$ cat src/rtl/sdram_arbit.sv
// SDRAM command arbiter: init hold-off, then refresh/write/read bus grant.
// Optional SDRAM_ARBIT_RR_EN: round-robin between write and read.
module sdram_arbit #(
  parameter int ADDR_W = 12,
  parameter int BA_W   = 2,
  parameter int DATA_W = 16
) (
  input  logic              sys_clk,
  input  logic              sys_rst_n,
  input  logic              init_end,
  input  logic [3:0]        init_cmd,
  input  logic [BA_W-1:0]   init_ba,
  input  logic [ADDR_W-1:0] init_addr,
  input  logic              refr_req,
  input  logic              refr_end,
  input  logic [3:0]        refr_cmd,
  input  logic [ADDR_W-1:0] refr_addr,
  input  logic              wr_req,
  input  logic              wr_end,
  input  logic [3:0]        wr_cmd,
  input  logic [BA_W-1:0]   wr_ba,
  input  logic [ADDR_W-1:0] wr_addr,
  input  logic              wr_sdram_en,
  input  logic [DATA_W-1:0] wr_data,
  input  logic              rd_req,
  input  logic              rd_end,
  input  logic [3:0]        rd_cmd,
  input  logic [BA_W-1:0]   rd_ba,
  input  logic [ADDR_W-1:0] rd_addr,
  output logic              refr_en,
  output logic              wr_en,
  output logic              rd_en,
  output logic              sdram_cke,
  output logic              sdram_cs_n,
  output logic              sdram_ras_n,
  output logic              sdram_cas_n,
  output logic              sdram_we_n,
  output logic [BA_W-1:0]   sdram_ba,
  output logic [ADDR_W-1:0] sdram_addr,
  output logic [DATA_W-1:0] sdram_dq_out,
  output logic              sdram_dq_oe
);

  typedef enum logic [2:0] {
    INIT,
    ARBIT,
    AREF,
    WRITE,
    READ
  } state_t;

  localparam logic [3:0] NOP = 4'b0111;

  state_t     state;
  logic       wr_go;
  logic       rd_go;
  logic [3:0] cmd;

`ifdef SDRAM_ARBIT_RR_EN
  // last_grant: 0 = write, 1 = read
  logic last_grant;

  assign wr_go = wr_req && (!rd_req || last_grant);
  assign rd_go = rd_req && !wr_go;

  always_ff @(posedge sys_clk or negedge sys_rst_n) begin
    if (!sys_rst_n) begin
      last_grant <= 1'b1;
    end else if (state == ARBIT && !refr_req) begin
      if (wr_go)
        last_grant <= 1'b0;
      else if (rd_go)
        last_grant <= 1'b1;
    end
  end
`else
  assign wr_go = wr_req;
  assign rd_go = rd_req && !wr_req;
`endif

  always_ff @(posedge sys_clk or negedge sys_rst_n) begin
    if (!sys_rst_n) begin
      state <= INIT;
    end else begin
      case (state)
        INIT:
          if (init_end) state <= ARBIT;
        ARBIT:
          if (refr_req)   state <= AREF;
          else if (wr_go) state <= WRITE;
          else if (rd_go) state <= READ;
        AREF:
          if (refr_end) state <= ARBIT;
        WRITE:
          if (wr_end) state <= ARBIT;
        READ:
          if (rd_end) state <= ARBIT;
        default:
          state <= INIT;
      endcase
    end
  end

  assign refr_en   = (state == AREF);
  assign wr_en     = (state == WRITE);
  assign rd_en     = (state == READ);
  assign sdram_cke = 1'b1;

  // Reset forces NOP on the pins even though INIT would pass init_cmd.
  always_comb begin
    cmd        = NOP;
    sdram_ba   = '0;
    sdram_addr = '0;
    if (sys_rst_n) begin
      case (state)
        INIT: begin
          cmd        = init_cmd;
          sdram_ba   = init_ba;
          sdram_addr = init_addr;
        end
        AREF: begin
          cmd        = refr_cmd;
          sdram_addr = refr_addr;
        end
        WRITE: begin
          cmd        = wr_cmd;
          sdram_ba   = wr_ba;
          sdram_addr = wr_addr;
        end
        READ: begin
          cmd        = rd_cmd;
          sdram_ba   = rd_ba;
          sdram_addr = rd_addr;
        end
        default: begin
          cmd        = NOP;
          sdram_ba   = '0;
          sdram_addr = '0;
        end
      endcase
    end
  end

  assign {sdram_cs_n, sdram_ras_n, sdram_cas_n, sdram_we_n} = cmd;

  always_ff @(posedge sys_clk or negedge sys_rst_n) begin
    if (!sys_rst_n) begin
      sdram_dq_out <= '0;
      sdram_dq_oe  <= 1'b0;
    end else begin
      sdram_dq_out <= wr_data;
      sdram_dq_oe  <= (state == WRITE) && wr_sdram_en;
    end
  end

endmodule

$ cat config.mk
export PLATFORM = sky130hd
export DESIGN_NAME = sdram_arbit
export DESIGN_NICKNAME = d
export VERILOG_FILES = /design/src/rtl/sdram_arbit.sv
export SDC_FILE = /design/constraint.sdc
export NUM_CORES = 1
export LEC_CHECK = 0
export CAP_MARGIN = 10
export CORE_UTILIZATION = 32
export DETAILED_ROUTE_END_ITERATION = 8
export PLACE_DENSITY = 0.88
export SETUP_SLACK_MARGIN = 0.1
export SLEW_MARGIN = 25
export SYNTH_ARGS = -nofsm -noshare
export SYNTH_HDL_FRONTEND = slang
export SYNTH_SLANG_ARGS = --single-unit
$ cat constraint.sdc
create_clock -name sys_clk -period 4 [get_ports sys_clk]
set_input_delay 0.8 -clock sys_clk [delete_from_list [all_inputs] [get_ports sys_clk]]
set_output_delay 0.8 -clock sys_clk [all_outputs]
set_load 0.02 [all_outputs]
# Word level (Yosys, flattened, before mapping)
# Cells that the tools add are included.
[totals]
regBits = 20
inputBits = 96
output_inout_bits = 39
wordCells = 31
[classes]
n_eq_ne = 9
n_mux = 14
n_reduce_logical = 5
[op_table]
columns = ["cell", "count"]
rows = [
  ["12-bit case mux with 4 select lines", 1],
  ["3-bit two-way mux", 7],
  ["4-bit case mux with 4 select lines", 1],
  ["3-bit case mux with 5 select lines", 1],
  ["12-bit two-way mux", 1],
  ["2-bit inequality test (second input constant)", 4],
  ["3-bit by 2-bit equality test with 1-bit output (second input constant)", 2],
  ["2-bit case mux with 3 select lines", 1],
  ["5-bit AND reduction", 1],
  ["4-bit two-way mux", 1],
  ["4-bit inequality test (second input constant)", 1],
  ["3-bit by 1-bit equality test with 1-bit output (second input constant)", 1],
  ["3-bit equality test (second input constant)", 1],
  ["3-bit logical NOT", 1],
  ["1-bit logical AND", 2],
  ["2-bit two-way mux", 1],
  ["1-bit logical NOT", 1],
]

# Depth between registers and ports, before layout
[logic_depth]
depth_word = 6
ltp_mapped = 6
mapped_depth_nobuf = 3

# Worst setup path after synthesis
# OpenSTA, ideal clock, no wires.
[synth_path]
kind = "input port to output port"
from = "in sys_rst_n"
to = "out sdram_addr[10]"
arrival_ns = 1.386
required_time_ns = 3.200
setup_slack_ns = 1.814
stages = 3
path_buffers = 1
path_cell_list = "nand3_1 > buf_2 > nor2_1"
[synth_between]
elab_chain_len = 1
[synth_rtl]
columns = ["element", "line_no", "source"]
rows = [
  ["start: declaration", "9", "input logic sys_rst_n,"],
  ["12-bit two-way mux", "114", "if (sys_rst_n) begin"],
  ["end: declaration", "39", "output logic [ADDR_W-1:0] sdram_addr,"],
]
# Every way passes these cells.

# Worst setup path after layout
[layout_path]
from = "in sys_rst_n"
to = "out sdram_addr[0]"
# The elaborated chain is that of the path after synthesis.

==> results.cfg <==
[yosys]
synth_top_area_share_pct = 37.0
synth_ff_type = dfrtp_1
yosys_warnings = 0
ys_ff_latch = 20
synth_edf_count = 0
synthXorXnorAreaFrac_pct = 0
synthesis.area_um2 = 1350
synthArstFlopShare_pct = 100
synthAdderAreaFrac_pct = 0
syn_area_per_cell_um2 = 10.0
yosysTopAreaCell = dfrtp_1
yosysSeqAreaShare_pct = 37.0
muxShareOfSynthArea_pct = 22.5
synth_compound_area_share_pct = 16.1
synthSimpleGateAreaFrac_pct = 15.2
synthCells = 135
ys_top_cells_by_area = dfrtp_1 (37%), mux2i_1 (20%), o22a_1 (8.4%), nor2_1 (5.0%), buf_6 (5.0%)
synth_top_family_by_area = multiplexers
syn_nets = 231
synth.distinct_cells = 33

[sta]
fin_tns_setup_ns = 0
drv_slew = 0
hold_viol = 0
setup_violations = 0
max_freq_ghz = 0.297
finalCritPeriodShare_pct = 84.1
finClkSkew_ns = 0.00218
slew_headroom_pct = 40.2
worstMarginPinSlew_ns = 0.897
grt_setup_unrepaired = false
period_minus_slack_ns = 3.36

[detailed_routing]
drt-pass1-iter-count = 4
first_iter_violations = 86
drcViolationCount = 0
route.detailed.wl_per_inst_um = 15.1
ant_nets = 0
wl_mm = 4.70
dr_total_vias = 1543
routed_via_density = 4.95

[cts]
post_cts_resized = 0
cts_buffers = 3
cts_root_buf = clkbuf_8
clk_pin_slew_ns = 0.07
clkLatencyLatePin_ns = 0.25
h-tree-depth = 1
cts_tree = done
ctsHoldBuffers = 0
clock-sinks = 20
post_cts_buffers = 0
cts_max_path_buffers = 2

[critical_path]
r2r_end = state[2]
worst_r2r_path_depth = 3
start_kind = input pin
reg2reg_slack_ns = 2.25
worstPathRequired_ns = 3.20
path_class = input pin to output port
crit_arrival_ns = 2.56
critPathCaptureType = output port
reg2reg_from = state[2]
critPathMaxFanout = 13

[placement]
dpl_cell_area_um2 = 2660
place_hpwl_mm = 3.74
place_congestion = 0.706
portBuffers = 133

[global_route]
grt_pass1_wl_mm = 6.74
grt_pass1_vias = 1441
grt_start_max_net_pins = 26
grt-ovfl-total = 0
track_usage_pct = 20.3
antenna_found_initial = 0

[status]
outcome = finished clean

[floorplanning]
die-area_um2 = 4500
core_um2 = 4030
die_width_um = 67.0
start_util_pct = 33.6
rows = 23
die_h_um = 67.0
ios = 135

[final_layout]
drive_above_1_share_pct = 4.96
final_area_um2 = 2710
nets = 359
diodes = 0
synthToLayoutAreaGrowth_pct = 100
fillers = 310

[min_path]
min_to = state[2]
hold_path_depth = 1
worstHoldStart = state[1]
hold_class = flop to flop

[power_and_ir_drop]
powerDensity_nw_per_um2 = 432
ir_drop_mv = 0.231
p_leak_nw = 1.06

[flow_run]
drv_cap = 0
==> worst max-delay path, stage by stage <==
cell,delay (ns)
clkdlybuf4s50_1,0.48
nand3_1,0.39
nor2_1,0.25
clkdlybuf4s50_1,0.64
==> how the worst max path moves through the flow <==
stage	start	to	slack [ns]
floorplan	sys_rst_n	sdram_addr[10]	1.81
global placement	sys_rst_n	sdram_addr[8]	0.71
detailed placement	sys_rst_n	sdram_addr[0]	0.60
CTS	sys_rst_n	sdram_addr[0]	0.58
global route	state[2]	sdram_we_n	0.52
finish	sys_rst_n	sdram_addr[0]	0.64
==> layer usage <==
metal	track usage (%)	up-vias	share of wire, %
li1	-	741	-
met1	22.7	705	37
met2	36.9	91	51
met3	4.79	6	11
met4	7.18	0	1.4
met5	0	-	0
==> per-stage QoR <==
stage                     cells  hold WS [ns]  utilization (%)  setup WS, ns  power, mW
after global placement      308         0.704             66.0         0.706       1.02
after detailed placement    308         0.709             66.0         0.601       1.03
after CTS                   312         0.729             67.4         0.583       1.18
after floorplan             135         0.504                -          1.81      0.768
final                       312         0.742             67.4         0.638       1.17
after global routing        312         0.807             67.4         0.521       1.25
==> where the power goes <==
group | leakage (nW) | switching [mW] | internal [mW]
combinational | 0.795 | 0.351 | 0.385
sequential | 0.238 | 0.0677 | 0.223
clock | 0.0288 | 0.0587 | 0.0873
total | 1.06 | 0.478 | 0.696
==> placed cells by master (no fill, tap or decap) <==
| cell type | instances |
|---|---|
| clkdlybuf4s50_1 | 133 |
| mux2i_1 | 27 |
| dfrtp_1 | 20 |
| nor2_1 | 18 |
| o22a_1 | 13 |
| a21oi_1 | 5 |
| nand2_1 | 4 |
| clkbuf_8 | 4 |
| mux2_2 | 3 |
| a32oi_1 | 3 |
| and3_1 | 3 |
| buf_4 | 3 |
| inv_2 | 2 |
| nor2b_1 | 2 |
| nand2b_1 | 2 |
| nand3_1 | 2 |
| o21ai_0 | 2 |
| o221ai_1 | 2 |
| or3_1 | 2 |
| inv_1 | 1 |
| or2_1 | 1 |
| nand2b_4 | 1 |
| and2b_1 | 1 |
| and3b_1 | 1 |
| and2_1 | 1 |
| o2111ai_1 | 1 |
| nor4_1 | 1 |
| o31ai_1 | 1 |
| o311ai_1 | 1 |
| or4_1 | 1 |
| conb_1 | 1 |
==> state kept, by name, summed over array words and instances, names as in the netlist <==
signal and cells:
state 3, sdram_dq_oe 1, sdram_dq_out 16
==> cell families (layout without fill, tap and decap cells) <==
kind of cell | count (synthesis) | count (layout)
flops | 20 | 20
buf+inv | 16 | 143
other cells | 1 | 1
mux | 30 | 30
compound gates | 28 | 28
simple gates | 40 | 40
==> cell usage after synthesis (all sizes together) (2+ instances only) <==
| cell | number |
|---|---|
| and3 | 3 |
| nand2 | 4 |
| inv | 3 |
| clkbuf | 2 |
| buf | 11 |
| o22a | 13 |
| a32oi | 3 |
| nor2b | 2 |
| dfrtp | 20 |
| mux2i | 27 |
| or3 | 2 |
| o221ai | 2 |
| mux2 | 3 |
| nand3 | 2 |
| o21ai | 2 |
| a21oi | 5 |
| nor2 | 18 |
| nand2b | 3 |
==> final cells by class <==
type                       instances  area, um^2  area share [%]
timing repair buffer             136        1350            49.9
multi-input combinational         99         731            26.9
sequential                        20         500            18.4
tap                               50        62.6            2.31
clock buffer                       4        55.1            2.03
inverter                           3        11.3           0.415
Note: power is estimated with default switching activity, not from simulation.
